===== config.mk =====
export PLATFORM = sky130hd
export DESIGN_NAME = inst_encoder
export DESIGN_NICKNAME = d
export VERILOG_FILES = /design/src/rtl/inst_enc_pkg.sv /design/src/rtl/inst_enc_match.sv /design/src/rtl/inst_encoder.sv
export SDC_FILE = /design/constraint.sdc
export NUM_CORES = 1
export LEC_CHECK = 0
export CAP_MARGIN = 10
export CORE_UTILIZATION = 45
export DETAILED_ROUTE_END_ITERATION = 6
export PLACE_DENSITY = 0.8
export SLEW_MARGIN = 5
export SYNTH_ARGS = -nofsm -noshare
export SYNTH_HDL_FRONTEND = slang
export SYNTH_HIERARCHICAL = 1
export SYNTH_SLANG_ARGS = --single-unit

===== constraint.sdc =====
create_clock -name clk -period 2.31 [get_ports clk]
set_input_delay 0.231 -clock clk [delete_from_list [all_inputs] [get_ports clk]]
set_output_delay 0.231 -clock clk [all_outputs]
set_load 0.05 [all_outputs]

===== src/rtl/inst_enc_pkg.sv =====
// Shared definitions for the instruction encoder: opcodes, word field positions,
// control-bundle packing and the ctrl_decode() reference used by encoder and decoder benches.
package inst_enc_pkg;

    localparam int CTRL_W  = 12;
    localparam int WORD_W  = 32;
    localparam int REG_W   = 6;
    localparam int IMM_W   = 16;

    localparam int OP_LSB  = 28;
    localparam int RD_LSB  = 22;
    localparam int RS_LSB  = 16;
    localparam int RT_LSB  = 10;
    localparam int IMM_LSB = 0;

    localparam logic [3:0] OP_NOP  = 4'b0000;
    localparam logic [3:0] OP_ST   = 4'b0011;
    localparam logic [3:0] OP_ADD  = 4'b0100;
    localparam logic [3:0] OP_INC  = 4'b0101;
    localparam logic [3:0] OP_NEG  = 4'b0110;
    localparam logic [3:0] OP_SUB  = 4'b0111;
    localparam logic [3:0] OP_J    = 4'b1000;
    localparam logic [3:0] OP_BRZ  = 4'b1001;
    localparam logic [3:0] OP_JM   = 4'b1010;
    localparam logic [3:0] OP_BRN  = 4'b1011;
    localparam logic [3:0] OP_LD   = 4'b1110;
    localparam logic [3:0] OP_SVPC = 4'b1111;

    // Packed so that svpc lands in bit 11 and aluop in bits 2:0.
    typedef struct packed {
        logic       svpc;
        logic       brz;
        logic       brn;
        logic       j;
        logic       wai;
        logic       memw;
        logic       memr;
        logic       regw;
        logic       alusrc;
        logic [2:0] aluop;
    } ctrl_t;

    function automatic ctrl_t ctrl_decode(input logic [3:0] op);
        ctrl_t c;
        c = '0;
        case (op)
            OP_NOP:  c = '0;
            OP_ST:   c.memw = 1'b1;
            OP_ADD:  begin c.regw = 1'b1; c.aluop = 3'b001; end
            OP_INC:  begin c.regw = 1'b1; c.alusrc = 1'b1; c.aluop = 3'b001; end
            OP_NEG:  begin c.regw = 1'b1; c.aluop = 3'b010; end
            OP_SUB:  begin c.regw = 1'b1; c.aluop = 3'b011; end
            OP_J:    c.j = 1'b1;
            OP_BRZ:  c.brz = 1'b1;
            OP_JM:   begin c.j = 1'b1; c.memr = 1'b1; end
            OP_BRN:  c.brn = 1'b1;
            OP_LD:   begin c.memr = 1'b1; c.regw = 1'b1; end
            OP_SVPC: begin c.svpc = 1'b1; c.regw = 1'b1; c.alusrc = 1'b1; end
            default: c = '0;
        endcase
        return c;
    endfunction

    function automatic logic op_assigned(input logic [3:0] op);
        case (op)
            4'b0001, 4'b0010, 4'b1100, 4'b1101: return 1'b0;
            default:                            return 1'b1;
        endcase
    endfunction

    function automatic logic op_has_imm(input logic [3:0] op);
        return (op == OP_INC) || (op == OP_SVPC);
    endfunction

    function automatic logic [WORD_W-1:0] encode_word(
        input logic [3:0]       op,
        input logic [REG_W-1:0] rd,
        input logic [REG_W-1:0] rs,
        input logic [REG_W-1:0] rt,
        input logic [IMM_W-1:0] imm
    );
        logic [WORD_W-1:0] w;
        w = '0;
        w[OP_LSB +: 4]     = op;
        w[RD_LSB +: REG_W] = rd;
        w[RS_LSB +: REG_W] = rs;
        if (op_has_imm(op)) begin
            w[IMM_LSB +: IMM_W] = imm;
        end else begin
            w[RT_LSB +: REG_W] = rt;
        end
        return w;
    endfunction

endpackage


===== src/rtl/inst_enc_match.sv =====
// Combinational control-bundle lookup: finds the lowest assigned opcode whose
// decode equals the bundle, or flags the bundle as illegal.
module inst_enc_match
    import inst_enc_pkg::*;
(
    input  logic [CTRL_W-1:0] ctrl,
    output logic              legal,
    output logic [3:0]        op
);

    logic [15:0] hit_s;

    // One comparator per opcode; reserved codes can never hit.
    always_comb begin
        hit_s = 16'h0000;
        for (int i = 0; i < 16; i++) begin
            hit_s[i] = op_assigned(4'(i)) && (ctrl_decode(4'(i)) == ctrl);
        end
    end

    // Descending overwrite leaves the lowest matching opcode.
    always_comb begin
        legal = |hit_s;
        op    = OP_NOP;
        for (int i = 15; i >= 0; i--) begin
            op = hit_s[i] ? 4'(i) : op;
        end
    end

endmodule


===== src/rtl/inst_encoder.sv =====
// Re-encodes control bundles into instruction words and writes them sequentially.
// Optional NOP padding of the remaining memory is enabled by INST_ENC_NOP_PAD_EN.
module inst_encoder
    import inst_enc_pkg::*;
#(
    parameter int DEPTH  = 64,
    parameter int ADDR_W = 6
) (
    input  logic              clk,
    input  logic              rst_n,
    input  logic              start,
    input  logic              in_valid,
    output logic              in_ready,
    input  logic [11:0]       in_ctrl,
    input  logic [5:0]        in_rd,
    input  logic [5:0]        in_rs,
    input  logic [5:0]        in_rt,
    input  logic [15:0]       in_imm,
    input  logic              in_last,
    output logic              mem_we,
    output logic [ADDR_W-1:0] mem_addr,
    output logic [31:0]       mem_wdata,
    output logic              busy,
    output logic              done,
    output logic              full,
    output logic              err,
    output logic [7:0]        err_cnt
);

    // One spare bit so the count can reach DEPTH without wrapping.
    localparam int               CNT_W    = ADDR_W + 1;
    localparam logic [CNT_W-1:0] LAST_CNT = CNT_W'(DEPTH - 1);

    typedef enum logic [1:0] {
        S_IDLE = 2'd0,
        S_LOAD = 2'd1,
`ifdef INST_ENC_NOP_PAD_EN
        S_PAD  = 2'd2,
`endif
        S_DONE = 2'd3
    } state_t;

    state_t            state_r, state_n;
    logic [CNT_W-1:0]  cnt_r, cnt_n;
    logic              full_r, full_n;
    logic              err_r, err_n;
    logic [7:0]        err_cnt_r, err_cnt_n;
    logic              mem_we_r, we_n;
    logic [ADDR_W-1:0] mem_addr_r, addr_n;
    logic [31:0]       mem_wdata_r, wdata_n;
    logic              busy_r, busy_n;
    logic              done_r;
    logic              in_ready_r;
    logic              match_legal_s;
    logic [3:0]        match_op_s;
    logic              accept_s;

    inst_enc_match u_match (
        .ctrl  (in_ctrl),
        .legal (match_legal_s),
        .op    (match_op_s)
    );

    assign accept_s = in_valid & in_ready_r;

    // Next-state, counter and write-port decisions.
    always_comb begin
        state_n   = state_r;
        cnt_n     = cnt_r;
        full_n    = full_r;
        err_n     = err_r;
        err_cnt_n = err_cnt_r;
        we_n      = 1'b0;
        addr_n    = mem_addr_r;
        wdata_n   = mem_wdata_r;
        case (state_r)
            S_IDLE, S_DONE: begin
                if (start) begin
                    state_n   = S_LOAD;
                    cnt_n     = '0;
                    full_n    = 1'b0;
                    err_n     = 1'b0;
                    err_cnt_n = 8'd0;
                    addr_n    = '0;
                end else begin
                    state_n   = state_r;
                end
            end
            S_LOAD: begin
                if (full_r) begin
                    state_n = S_DONE;
                end else if (accept_s) begin
                    if (match_legal_s) begin
                        we_n    = 1'b1;
                        addr_n  = ADDR_W'(cnt_r);
                        wdata_n = encode_word(match_op_s, in_rd, in_rs, in_rt, in_imm);
                        cnt_n   = cnt_r + CNT_W'(1);
                        full_n  = (cnt_r == LAST_CNT);
                    end else begin
                        err_n     = 1'b1;
                        err_cnt_n = (err_cnt_r == 8'hFF) ? 8'hFF : err_cnt_r + 8'd1;
                    end
                    if (full_n) begin
                        state_n = S_DONE;
                    end else if (in_last) begin
`ifdef INST_ENC_NOP_PAD_EN
                        state_n = S_PAD;
`else
                        state_n = S_DONE;
`endif
                    end else begin
                        state_n = S_LOAD;
                    end
                end else begin
                    state_n = S_LOAD;
                end
            end
`ifdef INST_ENC_NOP_PAD_EN
            S_PAD: begin
                we_n    = 1'b1;
                addr_n  = ADDR_W'(cnt_r);
                wdata_n = 32'h0000_0000;
                cnt_n   = cnt_r + CNT_W'(1);
                if (cnt_r == LAST_CNT) begin
                    state_n = S_DONE;
                end else begin
                    state_n = S_PAD;
                end
            end
`endif
            default: begin
                state_n = S_IDLE;
            end
        endcase
`ifdef INST_ENC_NOP_PAD_EN
        busy_n = (state_n == S_LOAD) || (state_n == S_PAD);
`else
        busy_n = (state_n == S_LOAD);
`endif
    end

    // State and every output are registered together so status matches the write port.
    always_ff @(posedge clk or negedge rst_n) begin
        if (!rst_n) begin
            state_r     <= S_IDLE;
            cnt_r       <= '0;
            full_r      <= 1'b0;
            err_r       <= 1'b0;
            err_cnt_r   <= 8'd0;
            mem_we_r    <= 1'b0;
            mem_addr_r  <= '0;
            mem_wdata_r <= 32'h0000_0000;
            busy_r      <= 1'b0;
            done_r      <= 1'b0;
            in_ready_r  <= 1'b0;
        end else begin
            state_r     <= state_n;
            cnt_r       <= cnt_n;
            full_r      <= full_n;
            err_r       <= err_n;
            err_cnt_r   <= err_cnt_n;
            mem_we_r    <= we_n;
            mem_addr_r  <= addr_n;
            mem_wdata_r <= wdata_n;
            busy_r      <= busy_n;
            done_r      <= (state_n == S_DONE);
            in_ready_r  <= (state_n == S_LOAD) && !full_n;
        end
    end

    assign in_ready  = in_ready_r;
    assign mem_we    = mem_we_r;
    assign mem_addr  = mem_addr_r;
    assign mem_wdata = mem_wdata_r;
    assign busy      = busy_r;
    assign done      = done_r;
    assign full      = full_r;
    assign err       = err_r;
    assign err_cnt   = err_cnt_r;

endmodule


After elaboration in Yosys (flattened, before gate mapping)
Cells that the tools add are included.

storage, ports and cells
  flip-flop bits (word level) = 61
  input port bits = 51
  output and inout bits = 52
  logic and storage cells = 103

operators by class
  add/subtract/negate cells = 2
  equal/unequal tests = 24
  muxes and demuxes = 53
  bitwise logic cells = 2
  reductions and logical operators = 11

operators with widths
  cell                  number
  $eq 5x12->1 const A   4
  $mux 4                12
  $mux 8                5
  $mux 6                5
  $mux 7                4
  $eq 9x12->1 const A   2
  $pmux 8 s2            1
  $mux 1                15
  $pmux 7 s2            1
  $eq 10x12->1 const A  1
  $eq 11x12->1 const A  1
  $eq 12x12->1 const A  1
  $eq 6x12->1 const A   1
  $eq 7x12->1 const A   1
  $logic_not 12->1      1
  $pmux 6 s2            1
  $reduce_or 12->1      1
  $mux 10               1
  $mux 2                5
  $ne 2x2->1 const B    5
  $reduce_and 5->1      2
  $add 8x1->8 const B   1
  $eq 8x8->1 const B    1
  $add 7x1->7 const B   1
  other kinds (16)      19

Depth between registers and ports, before layout
  depth after elaboration = 16
  mapped depth = 11

Hierarchy
Netlist, hierarchy kept.

modules (own cells, without submodules)
  module          times used  cells each  area an instance (µm²)
  inst_encoder    1           246         2710.1
  inst_enc_match  1           38          257.7

Least setup slack after synthesis
Ideal clock, no wire load.

  path kind = in2reg
  start point = in in_ctrl[2]
  end point = reg cnt_r[5]
  setup time = 0.078 ns
  data arrival time = 2.638 ns
  required time = 2.232 ns
  setup slack = -0.406 ns
  cell stages on the path = 8
  path buffers = 0
  cells stage by stage = or3_1 -> or3_4 -> or4_4 -> nand3_2 -> nand4b_1 -> a211o_1 -> or4_1 -> a21oi_1

on the way
  cells in the longest elaborated chain, start to end = 4
  elaborated cells on any way between the ends = 15
  classes of those cells = eq/ne (12); reduce/logical (3)

RTL lines
  item                                       RTL line              text
  from (decl)                                inst_encoder.sv:14    input logic [11:0] in_ctrl,
  $eq 7x12->1, or another cell as far along  inst_enc_match.sv:17  hit_s[i] = op_assigned(4'(i)) && (ctrl_decode(4'(i)) == ctrl);
  $reduce_or 12->1 *                         inst_enc_match.sv:23  legal = |hit_s;
  via match_legal_s                          inst_encoder.sv:54    logic match_legal_s;
  $ne 2x2->1 (no source line) *              -
  $reduce_and 5->1 (no source line) *        -
  to (signal assigned)                       inst_encoder.sv:158   cnt_r <= cnt_n;
  to (decl)                                  inst_encoder.sv:44    logic [CNT_W-1:0] cnt_r, cnt_n;

Mark *: on every way through the listed nets, which the timed path passes. The rest lies on a longest branch.
A chain may end at the register's enable or synchronous reset.

Worst setup path in the final report
Same ends and word-level chain as after synthesis.

==> metrics <==
setup ws final=-159 ps; failing checks=negative setup slack; post-DP HPWL=5410 um; Avg WL per Cell=16.4 um; Placer Congestion=0.847; DRT iter0 DRCs=109; vias in the first global route=2785; share of the synthesized area in the top cell type=51.4%; Core Footprint=6350 sq um; synthesis-to-finish area growth=62.9%; post-synth cell types=57; gr usage total=23.6%; first-pass GRT wire length=13000 um; reg2reg path depth=7; status=complete, but fails checks; P_sw=1.16 mW; Setup CP Type=in2reg; HP Class=in2async; final-report setup violation count=27; Hold Vio Cnt, Final=0; Yosys warning count=6; total chip power=3.21 mW; Sequential Power Share=38.6%; fin cells=514; final hold slack=404 ps; Req. time, crit path=2560 ps; Relative slew margins=65.2%; Comb pwr share=36.4%; routed vias=2811; Syn Inst Count=284; area leader, netlist=dfrtp_1; Synth Net Count=339; unrepaired setup endpoints after global routing=true; Synth Cell Area=2970 sq um; Die ar.=6920 sq um; largest cells by area after synthesis=dfrtp_1, mux2_2, nand2_1; nature of the critical path startpoint=input pin; Port Buffers=102; clock latency at the later pin of the worst-skew pair=330 ps; layout cells sized above 1=25.5%; crit path time final=2470 ps; R2R setup slack=210 ps; reg2reg end=cnt_r[5]; Seq cells post-synth=61; Layout Nets=488; Final Cycle Share=107%; Switching Share=36.0%; Pins Over Slew Limit=0; syn avg cell area=10.5 sq um; Power Dens Cells=664 nW/um^2; Pre-antenna DRT Iters=4; Worst-Margin Slew=509 ps; WL final=8450 um; worst vdd ir=755 uV; DRT antenna net count=0; CTS tree=done; clk slew on worst S/H paths=60 ps; Crit Path Max Fanout=3; initial antenna violation count=1; Starting Density=46.7%; clk buf depth=2; Synth async-reset ratio=100%; number of I/O pins=103; r2r startpoint=state_r[0]; Clock Sinks=61; Synth Flop Type=dfrtp_1; max-cap violation count=0; TritonCTS Buffers=9; largest net degree at the start of global routing=43; Fmax=405 MHz; residual DRC count=0; EDFF count, synth=0; remaining global-route overflow=0; leakage=2.17 nW; register area share after synthesis=51.4%; WP data arrival=2720 ps; Placed Cells=482; Clk pwr share=25.1%; Int Power=2.06 mW; CP Capture Type=flop; FILL cells=439; H-Tree Depth=3; Die Wd=83.2 um; Clock Tree Root=clkbuf_8; Rows=29; Final Skew=10.4 ps; die height=83.2 um; Vias per Instance=5.47
-- sequential cells by signal, summed over array words and instances, names as in the netlist --
signal and count:
busy 1, cnt_r 7, done 1, err 1
err_cnt 8, full 1, in_ready 1, mem_addr 6
mem_wdata 32, mem_we 1, state_r 2
-- critical path, cell delays in order --
cell and delay [ps]:
buf_6 90, or3_4 380, or3_4 340, or4_4 470, nand3_4 90, nand4b_1 170
a211o_1 320, or4_4 480, a21oi_2 140
-- cell type report --
| cell class | instances | area (sq um) | share of cell area [%] |
|---|---|---|---|
| multi-input combinational | 204 | 1520 | 31.5 |
| sequential | 61 | 1530 | 31.6 |
| clock buffer | 12 | 155 | 3.21 |
| clock inverter | 2 | 10.0 | 0.207 |
| tap | 77 | 96.3 | 1.99 |
| inverter | 6 | 22.5 | 0.466 |
| timing repair buffer | 151 | 1500 | 31.0 |
| antenna | 1 | 2.50 | 0.0518 |
-- cells by family after synthesis --
family | Yosys count | share of synthesized area (%)
simple gates | 104 | 18.4
compound gates | 66 | 15.1
flops | 61 | 51.4
mux | 25 | 9.19
buf+inv | 19 | 2.74
xor+xnor | 5 | 1.48
fa+ha+maj | 4 | 1.69
-- timing repair --
item,4_1_cts,5_1_grt
gates resized for setup,39,26
hold endpoints to repair,19,0
pin swaps,12,8
endpoints found under the setup margin,59,57
hold buffers,1,0
setup buffers,8,6
cloned,1,2
-- synthesized netlist by cell type, drive strengths merged, types with 6 or more instances --
| cell type | n |
|---|---|
| a21oi | 8 |
| a22o | 9 |
| clkbuf | 9 |
| dfrtp | 61 |
| inv | 6 |
| mux2 | 18 |
| mux2i | 7 |
| nand2 | 46 |
| nand3 | 7 |
| nor2 | 10 |
| nor3 | 6 |
| o21ai | 22 |
-- through the flow --
stage / cell area [sq um] / setup TNS, ps / util (%) / worst slack (ps)
floorplan: 3020 / -3800 / - / -339
global placement: 4310 / -34620 / 67.9 / -794
detailed placement: 4310 / -38760 / 67.9 / -916
CTS: 4650 / -1810 / 73.2 / -136
global route: 4830 / -3220 / 76.1 / -235
finish: 4830 / -1150 / 76.1 / -159
-- placed cells by master, fill, tap and decap left out, drive strengths merged, types with 3 or more instances in the layout --
| cell type | instances |
|---|---|
| nor3b | 5 |
| inv | 6 |
| a21o | 3 |
| a21oi | 8 |
| dlymetal6s2s | 5 |
| ha | 4 |
| mux2i | 7 |
| buf | 51 |
| and3 | 3 |
| dlygate4sd2 | 4 |
| nor3 | 6 |
| nor2 | 10 |
| o31ai | 3 |
| nand3 | 7 |
| clkdlybuf4s50 | 89 |
| dfrtp | 61 |
| a22o | 9 |
| mux2 | 18 |
| nand2 | 46 |
| xor2 | 3 |
| clkbuf | 13 |
| nand4b | 3 |
| o21ai | 22 |
-- power by group through the flow --
stage               Clock (mW)  Sequential (mW)  Combinational, mW
floorplan                    0             1.47              0.429
global placement             0             1.24               1.05
detailed placement           0             1.25               1.07
CTS                      0.827             1.24               1.13
global route             0.877             1.25               1.27
finish                   0.805             1.24               1.17
-- how the worst max path moves through the flow --
stage                start          to  slack (ps)  cells after the start
2_1_floorplan   in_ctrl[2]    cnt_r[5]        -340                      8
5_1_grt        in_ctrl[11]    cnt_r[5]        -230                     10
3_3_place_gp    in_ctrl[2]    cnt_r[5]        -790                      9
3_5_place_dp    in_ctrl[5]  err_cnt[5]        -920                      9
6_report        in_ctrl[2]    cnt_r[5]        -160                      9
4_1_cts         in_ctrl[1]    cnt_r[5]        -140                      9
-- per-layer routing --
metal  vias up  routed length, um  share of wire (%)  GRT usage [%]
met5         -                  0                  0              0
met4         0                154                1.8           9.87
met3        15                441                5.2           5.07
met2        86               4530                 54           40.2
met1      1377               3330                 39           29.0
li1       1333                  -                  -              -
(Power assumes the default switching activity.)
